--- src/rtl/axis_packet_fifo_if.sv ---
`default_nettype none
// ============================================================================
// Module   : axis_packet_fifo_if
// Purpose  : AXI-Stream beat bundle (tvalid/tready/tdata/tlast) shared by the
//            slave (arbiter-facing) and master (consumer-facing) ports of
//            axis_packet_fifo.
// Ports    : tvalid  - beat valid, driven by the master side
//            tready  - beat accepted, driven by the slave side
//            tdata   - DATA_WIDTH beat payload, driven by the master side
//            tlast   - end-of-packet marker, driven by the master side
// Revision : 1.0 - initial release
// ============================================================================
interface axis_packet_fifo_if #(
   parameter int DATA_WIDTH = 8
);
   logic                  tvalid;
   logic                  tready;
   logic [DATA_WIDTH-1:0] tdata;
   logic                  tlast;

   // Side that sources beats.
   modport master (
      output tvalid,
      output tdata,
      output tlast,
      input  tready
   );

   // Side that sinks beats.
   modport slave (
      input  tvalid,
      input  tdata,
      input  tlast,
      output tready
   );
endinterface
`default_nettype wire

--- src/rtl/axis_packet_fifo.sv ---
`default_nettype none
// ============================================================================
// Module   : axis_packet_fifo
// Purpose  : Store-and-forward AXI-Stream packet FIFO. A packet is offered on
//            the master port only once its tlast beat has been stored, so the
//            consumer sees gap-free packets. A packet longer than the FIFO
//            falls back to cut-through streaming to avoid deadlock.
// Ports    : axis_clk   - single clock, rising edge
//            resetn     - asynchronous assert, synchronous release, active low
//            s_axis     - slave beat port (from the round-robin arbiter)
//            m_axis     - master beat port (to the downstream consumer)
//            fill_level - number of stored beats, 0..DEPTH
//            pkt_count  - number of complete packets stored
// Revision : 1.0 - initial release
// ============================================================================
module axis_packet_fifo #(
   parameter int DATA_WIDTH = 8,
   parameter int DEPTH      = 16
) (
   input  logic                     axis_clk,
   input  logic                     resetn,
   axis_packet_fifo_if.slave        s_axis,
   axis_packet_fifo_if.master       m_axis,
   output logic [$clog2(DEPTH):0]   fill_level,
   output logic [$clog2(DEPTH):0]   pkt_count
);

   localparam int ADDR_WIDTH = $clog2(DEPTH);
   localparam logic [ADDR_WIDTH:0] FULL_LEVEL = (ADDR_WIDTH+1)'(DEPTH);
   localparam logic [ADDR_WIDTH:0] ZERO_LEVEL = '0;

   // Forwarding mode: normal store-and-forward, or cut-through while an
   // oversize packet is draining.
   typedef enum logic [0:0] {
      ST_STORE_FWD = 1'b0,
      ST_CUT_THRU  = 1'b1
   } state_t;

   state_t state;
   state_t state_next;

   // {tlast, tdata} per entry; contents are intentionally not reset.
   logic [DATA_WIDTH:0]   mem [DEPTH];

   logic [ADDR_WIDTH-1:0] wr_ptr;
   logic [ADDR_WIDTH-1:0] rd_ptr;
   logic [ADDR_WIDTH:0]   fill_next;
   logic [ADDR_WIDTH:0]   pkt_next;

   logic                  push;
   logic                  pop;
   logic                  push_last;
   logic                  pop_last;
   logic                  out_valid;
   logic                  cut_through;
   logic [DATA_WIDTH:0]   head_word;

   // ------------------------------------------------------------------------
   // Handshakes. Ready depends only on registered fill so a pop in the full
   // cycle does not create space until the following cycle. Gating with
   // resetn holds ready low for the whole reset interval.
   // ------------------------------------------------------------------------
   assign s_axis.tready = resetn && (fill_level != FULL_LEVEL);
   assign push          = s_axis.tvalid && s_axis.tready;
   assign push_last     = push && s_axis.tlast;

   assign cut_through   = (state == ST_CUT_THRU);
   assign out_valid     = (fill_level != ZERO_LEVEL) &&
                          ((pkt_count != ZERO_LEVEL) || cut_through);

   assign head_word     = mem[rd_ptr];
   assign pop           = out_valid && m_axis.tready;
   assign pop_last      = pop && head_word[DATA_WIDTH];

   assign m_axis.tvalid = out_valid;
   assign m_axis.tdata  = out_valid ? head_word[DATA_WIDTH-1:0] : '0;
   assign m_axis.tlast  = out_valid && head_word[DATA_WIDTH];

   // ------------------------------------------------------------------------
   // Storage write port
   // ------------------------------------------------------------------------
   always_ff @(posedge axis_clk) begin
      if (push) begin
         mem[wr_ptr] <= {s_axis.tlast, s_axis.tdata};
      end
   end

   // ------------------------------------------------------------------------
   // Occupancy and packet accounting
   // ------------------------------------------------------------------------
   always_comb begin
      fill_next = fill_level;
      case ({push, pop})
         2'b10:   fill_next = fill_level + 1'b1;
         2'b01:   fill_next = fill_level - 1'b1;
         default: fill_next = fill_level;
      endcase
   end

   always_comb begin
      pkt_next = pkt_count;
      case ({push_last, pop_last})
         2'b10:   pkt_next = pkt_count + 1'b1;
         2'b01:   pkt_next = pkt_count - 1'b1;
         default: pkt_next = pkt_count;
      endcase
   end

   // Pointers are ADDR_WIDTH bits wide, so wrap modulo DEPTH falls out of
   // the natural overflow (DEPTH is a power of two).
   always_ff @(posedge axis_clk or negedge resetn) begin
      if (!resetn) begin
         wr_ptr     <= '0;
         rd_ptr     <= '0;
         fill_level <= '0;
         pkt_count  <= '0;
      end else begin
         if (push) begin
            wr_ptr <= wr_ptr + 1'b1;
         end
         if (pop) begin
            rd_ptr <= rd_ptr + 1'b1;
         end
         fill_level <= fill_next;
         pkt_count  <= pkt_next;
      end
   end

   // ------------------------------------------------------------------------
   // Forwarding-mode FSM
   // ------------------------------------------------------------------------
   always_ff @(posedge axis_clk or negedge resetn) begin
      if (!resetn) begin
         state <= ST_STORE_FWD;
      end else begin
         state <= state_next;
      end
   end

   always_comb begin
      state_next = state;
      case (state)
         ST_STORE_FWD: begin
            // Full with no complete packet: the stored beats belong to a
            // packet that can never finish unless we start draining it.
            if ((fill_level == FULL_LEVEL) && (pkt_count == ZERO_LEVEL)) begin
               state_next = ST_CUT_THRU;
            end
         end
         ST_CUT_THRU: begin
            // The oversize packet ends when its tlast beat leaves.
            if (pop_last) begin
               state_next = ST_STORE_FWD;
            end
         end
         default: state_next = ST_STORE_FWD;
      endcase
   end

endmodule
`default_nettype wire

--- src/flat_wrapper.sv ---
// flat-port wrapper written by rule: the top's interface ports become plain ports
module axis_packet_fifo_flat 
#(
   parameter int DATA_WIDTH = 8,
   parameter int DEPTH      = 16
)
  (axis_clk, resetn, fill_level, pkt_count, s_axis_tvalid, s_axis_tdata, s_axis_tlast, s_axis_tready, m_axis_tvalid, m_axis_tdata, m_axis_tlast, m_axis_tready);
  axis_packet_fifo_if #(.DATA_WIDTH(DATA_WIDTH)) s_axis_i ();
  axis_packet_fifo_if #(.DATA_WIDTH(DATA_WIDTH)) m_axis_i ();
  input  logic axis_clk;
  input  logic resetn;
  output logic [$clog2(DEPTH):0] fill_level;
  output logic [$clog2(DEPTH):0] pkt_count;
  input wire logic [$bits(s_axis_i.tvalid)-1:0] s_axis_tvalid;
  input wire logic [$bits(s_axis_i.tdata)-1:0] s_axis_tdata;
  input wire logic [$bits(s_axis_i.tlast)-1:0] s_axis_tlast;
  output wire logic [$bits(s_axis_i.tready)-1:0] s_axis_tready;
  output wire logic [$bits(m_axis_i.tvalid)-1:0] m_axis_tvalid;
  output wire logic [$bits(m_axis_i.tdata)-1:0] m_axis_tdata;
  output wire logic [$bits(m_axis_i.tlast)-1:0] m_axis_tlast;
  input wire logic [$bits(m_axis_i.tready)-1:0] m_axis_tready;
  assign s_axis_i.tvalid = s_axis_tvalid;
  assign s_axis_i.tdata = s_axis_tdata;
  assign s_axis_i.tlast = s_axis_tlast;
  assign s_axis_tready = s_axis_i.tready;
  assign m_axis_tvalid = m_axis_i.tvalid;
  assign m_axis_tdata = m_axis_i.tdata;
  assign m_axis_tlast = m_axis_i.tlast;
  assign m_axis_i.tready = m_axis_tready;
  axis_packet_fifo #(.DATA_WIDTH(DATA_WIDTH), .DEPTH(DEPTH)) u_core (.axis_clk(axis_clk), .resetn(resetn), .s_axis(s_axis_i), .m_axis(m_axis_i), .fill_level(fill_level), .pkt_count(pkt_count));
endmodule
--- config.mk ---
export PLATFORM = sky130hd
export DESIGN_NAME = axis_packet_fifo_flat
export DESIGN_NICKNAME = d
export VERILOG_FILES = /design/src/rtl/axis_packet_fifo_if.sv /design/src/rtl/axis_packet_fifo.sv /design/src/flat_wrapper.sv
export SDC_FILE = /design/constraint.sdc
export NUM_CORES = 1
export LEC_CHECK = 0
export BUFFER_PORTS_ARGS = -buffer_cell sky130_fd_sc_hd__buf_4
export CAP_MARGIN = 20
export CORE_MARGIN = 5
export CORE_UTILIZATION = 45
export DETAILED_ROUTE_END_ITERATION = 6
export PLACE_DENSITY = 0.64
export SLEW_MARGIN = 20
export SYNTH_ARGS = -nofsm -noshare
export SYNTH_HDL_FRONTEND = slang
export SYNTH_SLANG_ARGS = --single-unit
--- constraint.sdc ---
create_clock -name axis_clk -period 4.75 [get_ports axis_clk]
set_input_delay 0.2375 -clock axis_clk [delete_from_list [all_inputs] [get_ports axis_clk]]
set_output_delay 0.2375 -clock axis_clk [all_outputs]
set_load 0.01 [all_outputs]
---- Word level (Yosys, flattened, before mapping) ----
Memory sizes are Yosys's and may differ from the RTL's.
Index checks and enable logic that the tools add are counted.
word-level totals
  bits in registers ....................... 19
  latch bits .............................. 0
  memory bits (writable) .................. 144
  bits in read-only memories .............. 0
  bits of input ports ..................... 13
  word-level logic and storage cells ...... 41
  memories ................................ 1
memories
  memory      depth  width  read ports  clocked after Yosys merged registers in  write ports  RTL line                RTL
  u_core.mem  16     9      1           0                                        1            axis_packet_fifo.sv:43  logic [DATA_WIDTH:0] mem [DEPTH];
operators by class
  $add $sub $neg .......................... 6
  multiply operators ...................... 0
  div/mod/pow operators ................... 0
  magnitude comparators ................... 0
  equality and inequality tests ........... 6
  shift operators ......................... 0
  multiplexer cells ....................... 8
  bitwise logic cells ..................... 1
  reduce and logical (&&, ||, !) cells .... 14
operators with widths
  kind                 number
  $pmux 5 s2           2
  $add 5x1->5 const B  2
  $reduce_bool 5->1    2
  $sub 5x1->5 const B  2
  $add 4x1->4 const B  2
  $logic_and 1x1->1    8
  $mux 8               1
  $eq 5x5->1 const B   1
  $logic_not 5->1      1
  $ne 5x5->1 const B   1
  $eq 2x1->1 const B   2
  $eq 2x2->1 const B   2
  $mux 1               4
  $reduce_bool 2->1    2
  $pmux 1 s2           1
  $logic_or 1x1->1     1
  $not 1->1            1

---- Longest topological paths before layout ----
  word-level depth ........................ 7
  gate-level depth with buffers ........... 14

---- Worst setup path after synthesis ----
No wires, ideal clock.
  path kind ............................... reg2reg
  from .................................... register u_core.rd_ptr[1]
  to ...................................... register u_core.pkt_count[4]
  arrival time ............................ 3.381 ns
  required time ........................... 4.671 ns
  slack ................................... 1.290 ns
  stages on the path, launching flop included .. 15
  path buffers ............................ 3
  clock period less this slack ............ 3.460 ns
  cells stage by stage .................... dfrtp_1 -> buf_6 -> mux4_2 -> mux4_2 -> and2_4 -> buf_6 -> ha_1 -> clkbuf_1 -> xor2_1 -> ha_1 -> and2_1 -> a221oi_1 -> nand4_1 -> a21oi_1 -> xor2_1
on the way
  cells in the longest elaborated chain, start to end .. 4
ends and longest elaborated chain
  element                                          RTL line                 RTL
  start: declaration                               axis_packet_fifo.sv:46   logic [ADDR_WIDTH-1:0] rd_ptr;
  start signal: assignment                         axis_packet_fifo.sv:122  rd_ptr <= rd_ptr + 1'b1;
  $mem_v2 16x9 *                                   n/a
  $logic_and 1x1->1 *                              axis_packet_fifo.sv:73   assign pop_last = pop && head_word[DATA_WIDTH];
  $eq 2x1->1 or $eq 2x2->1 (tied branches)         axis_packet_fifo.sv:102  case ({push_last, pop_last})
  $pmux 5 s2 or $reduce_bool 2->1 (tied branches)  n/a
  end signal: assignment                           axis_packet_fifo.sv:125  pkt_count <= pkt_next;
  end: declaration                                 axis_packet_fifo.sv:25   output logic [$clog2(DEPTH):0] pkt_count
Mark *: on every way between the ends. The rest lies on a longest branch, timed or not.
A chain may end at the register's enable or synchronous reset.

---- Worst setup path after layout ----
Ends and elaborated chain as after synthesis.

==> results.py <==
metrics = {
    "finish": {
        "final_layout_size_suffix_gt1_share_pct": 29.6,
        "fin_nets": 411,
        "final_cell_mix": "144 x edfxtp_1, 44 x mux4_2, 38 x buf_4",
        "final_common_cell": "edfxtp_1",
        "nFillCells": 1170,
        "area_growth_pct": 14.6,
        "antenna_cells": 0,
        "utilization_pct": 53.1,
    },
    "min_path": {
        "hold_path_end": "u_core.mem[14][6]",
        "whs_path_depth": 1,
        "hold_start": "s_axis_tdata[6]",
        "hold_path.class": "in -> reg",
    },
    "power_and_ir_drop": {
        "vdd_drop_max_mv": 0.296,
        "leakage_nw": 2.63,
        "power_density_nw_per_um2": 611,
        "power_mw": 4.74,
    },
    "critical_path": {
        "worstPathArrival_ps": 4090,
        "reg2reg_to": "u_core.pkt_count[4]",
        "end_kind": "flop",
        "startpoint_type": "flop",
        "worstReg2RegStart": "u_core.rd_ptr[1]",
        "cp.required_ps": 5090,
        "crit_type": "reg -> reg",
        "r2r_slack_ps": 1000,
        "cp_slowest_stage_delay_ps": 540,
        "path_max_fanout": 18,
        "rr_worst_depth": 12,
        "critical-path-slowest-cell": "mux4_2",
        "cp_cell_sequence": "buf_4, mux4_2, mux4_2, and2_4, ha_1, xor2_1, ha_1, and2_1, a221oi_1, nand4_1, a21oi_1, xor2_1",
    },
    "detailed_routing": {
        "antenna_left": 0,
        "drc": 0,
        "viasPerCell": 5.50,
        "wl_um": 12600,
        "dr.pass1.iters": 4,
        "first_iter_violations": 199,
        "num_vias": 3203,
        "avgRoutedWirePerCell_um": 21.6,
    },
    "logic_synthesis": {
        "synth_edf_count": 144,
        "syn-num-nets": 369,
        "synth_top_area_share_pct": 63.8,
        "ys_seq_area_share_pct": 70.8,
        "synth.area.top_cells": "edfxtp_1 64%, mux4_2 15%, dfrtp_1 7.0%, ha_1 2.2%, and2_1 2.1%",
        "async_flop_share_pct": 11.7,
        "synth.avg_cell_area_um2": 19.8,
        "syn_inst": 343,
        "synth_top_cell_by_area": "edfxtp_1",
        "synth.distinct_cells": 40,
        "ys_dominant_reg_cell": "edfxtp_1",
        "ys_warn_count": 0,
        "synth-seq-cells": 163,
        "netlist_area_um2": 6780,
    },
    "timing": {
        "hold_violations": 0,
        "timing.final.crit_share_pct": 78.9,
        "finalSetupTns_ps": 0,
        "timing.slew.headroom_pct": 47.6,
        "min_period_ps": 3750,
        "skew_ps": 5.93,
        "rsz0062_at_grt": "no",
        "worst_slew_pin_slew_ps": 787,
        "fmax_mhz": 267,
        "worst_slack_ps": 1000,
        "drv_slew": 0,
        "hold_slack_ps": 117,
        "final-setup-viol-count": 0,
    },
    "global_route": {
        "grt_max_degree": 36,
        "antenna_found_initial": 0,
        "grt_overflow": 0,
        "grt_pass1_vias": 3362,
        "track_usage_pct": 15.2,
        "grt_pass1_wl_um": 19900,
    },
    "floorplanning": {
        "core-area_um2": 14600,
        "die_w_um": 133,
        "num_io_pins": 34,
        "start_util_pct": 46.3,
        "dieHeight_um": 133,
        "die-area_um2": 17600,
        "row_count": 44,
    },
    "clocking": {
        "htreeDepth": 4,
        "cts_buffers": 17,
        "cts.path.max_buffers": 2,
        "cts_sinks": 163,
        "clk_pin_slew_ps": 60,
        "clockRootBuffer": "clkbuf_16",
        "clock_latency_ps": 420,
        "cts_tree": "yes",
    },
    "placed_design": {
        "port-buffer-count": 33,
        "routabilityCongestion": 0.757,
        "place_ws_ps": 1010,
        "hpwl_um": 7940,
    },
    "job": {
        "cap_violations": 0,
    },
    "run_status": {
        "outcome": "finished clean",
    },
}
cells in the mapped netlist, types with 5 or more instances:
cell	instances
a21oi_1	5
and2_1	23
clkbuf_1	10
dfrtp_1	19
edfxtp_1	144
ha_1	12
inv_1	7
mux4_2	44
nand2_1	8
o21ai_0	5
xnor2_1	10
xor2_1	7
power by group:
part | internal (mW) | switching [mW]
Clock | 0.720 | 0.530
Sequential | 1.71 | 0.143
Combinational | 0.874 | 0.765
Total | 3.31 | 1.44
metal layers:
layer,global-route usage [%],share of wire (%),wire (um)
met1,20.3,42,5310
met2,25.0,52,6490
met3,3.45,4.7,588
met4,5.20,1.5,184
met5,0,0,0
registers in the layout (all words and copies together) (netlist names):
name	cells
u_core.mem	144
u_core.fill_level	5
u_core.pkt_count	5
u_core.rd_ptr	4
u_core.wr_ptr	4
u_core.cut_through	1
kinds of logic (layout without fill, tap and decap cells):
| group | Yosys count | count (layout) | share of synthesized area [%] |
|---|---|---|---|
| DFF | 163 | 163 | 70.8 |
| and+or+nand+nor | 55 | 55 | 4.98 |
| muxes | 48 | 48 | 15.5 |
| buffers and inverters | 24 | 79 | 1.62 |
| AOI/OAI and AO/OA | 23 | 23 | 2.42 |
| xor gates and xnor gates | 17 | 17 | 2.20 |
| adders and majority gates | 13 | 13 | 2.51 |
critical path: cells and delay by family, from the launching register on:
family | cells | cell delay, ps
DFF | 1 | 420
AOI/OAI and AO/OA | 2 | 460
and+or+nand+nor | 3 | 510
adders and majority gates | 2 | 540
muxes | 2 | 1070
buffers and inverters | 1 | 320
xor gates and xnor gates | 2 | 340
worst max path at each step:
stage                                start             endpoint  slack, ps
final                     u_core.rd_ptr[1]  u_core.pkt_count[4]       1000
after global routing      u_core.rd_ptr[1]  u_core.pkt_count[4]        830
after CTS                 u_core.rd_ptr[1]  u_core.pkt_count[4]       1010
after detailed placement  u_core.rd_ptr[1]  u_core.pkt_count[4]       1010
after global placement    u_core.rd_ptr[1]  u_core.pkt_count[4]       1080
after floorplan           u_core.rd_ptr[1]  u_core.pkt_count[4]       1290
layout make-up:
class,instances,area (um2),share of cell area (%)
flip-flops and latches,163,4800,61.8
multi-input cells,156,1870,24.1
clock buffers,20,437,5.62
well taps,184,230,2.96
repair buffers,39,295,3.80
clock inverters,12,104,1.34
inverters,8,30.0,0.387
through the flow:
stage / instances / instance area (um2)
6_report: 582 / 7770
5_1_grt: 582 / 7770
4_1_cts: 582 / 7770
3_5_place_dp: 549 / 7220
3_3_place_gp: 549 / 7220
2_1_floorplan: 343 / 6780
timing repair:
item | CTS | global route
setup buffers | 0 | 0
endpoints found under the hold margin | 19 | 0
hold buffers | 1 | 0
resized for setup | 0 | 0
Note: power is estimated with default switching activity, not from simulation.
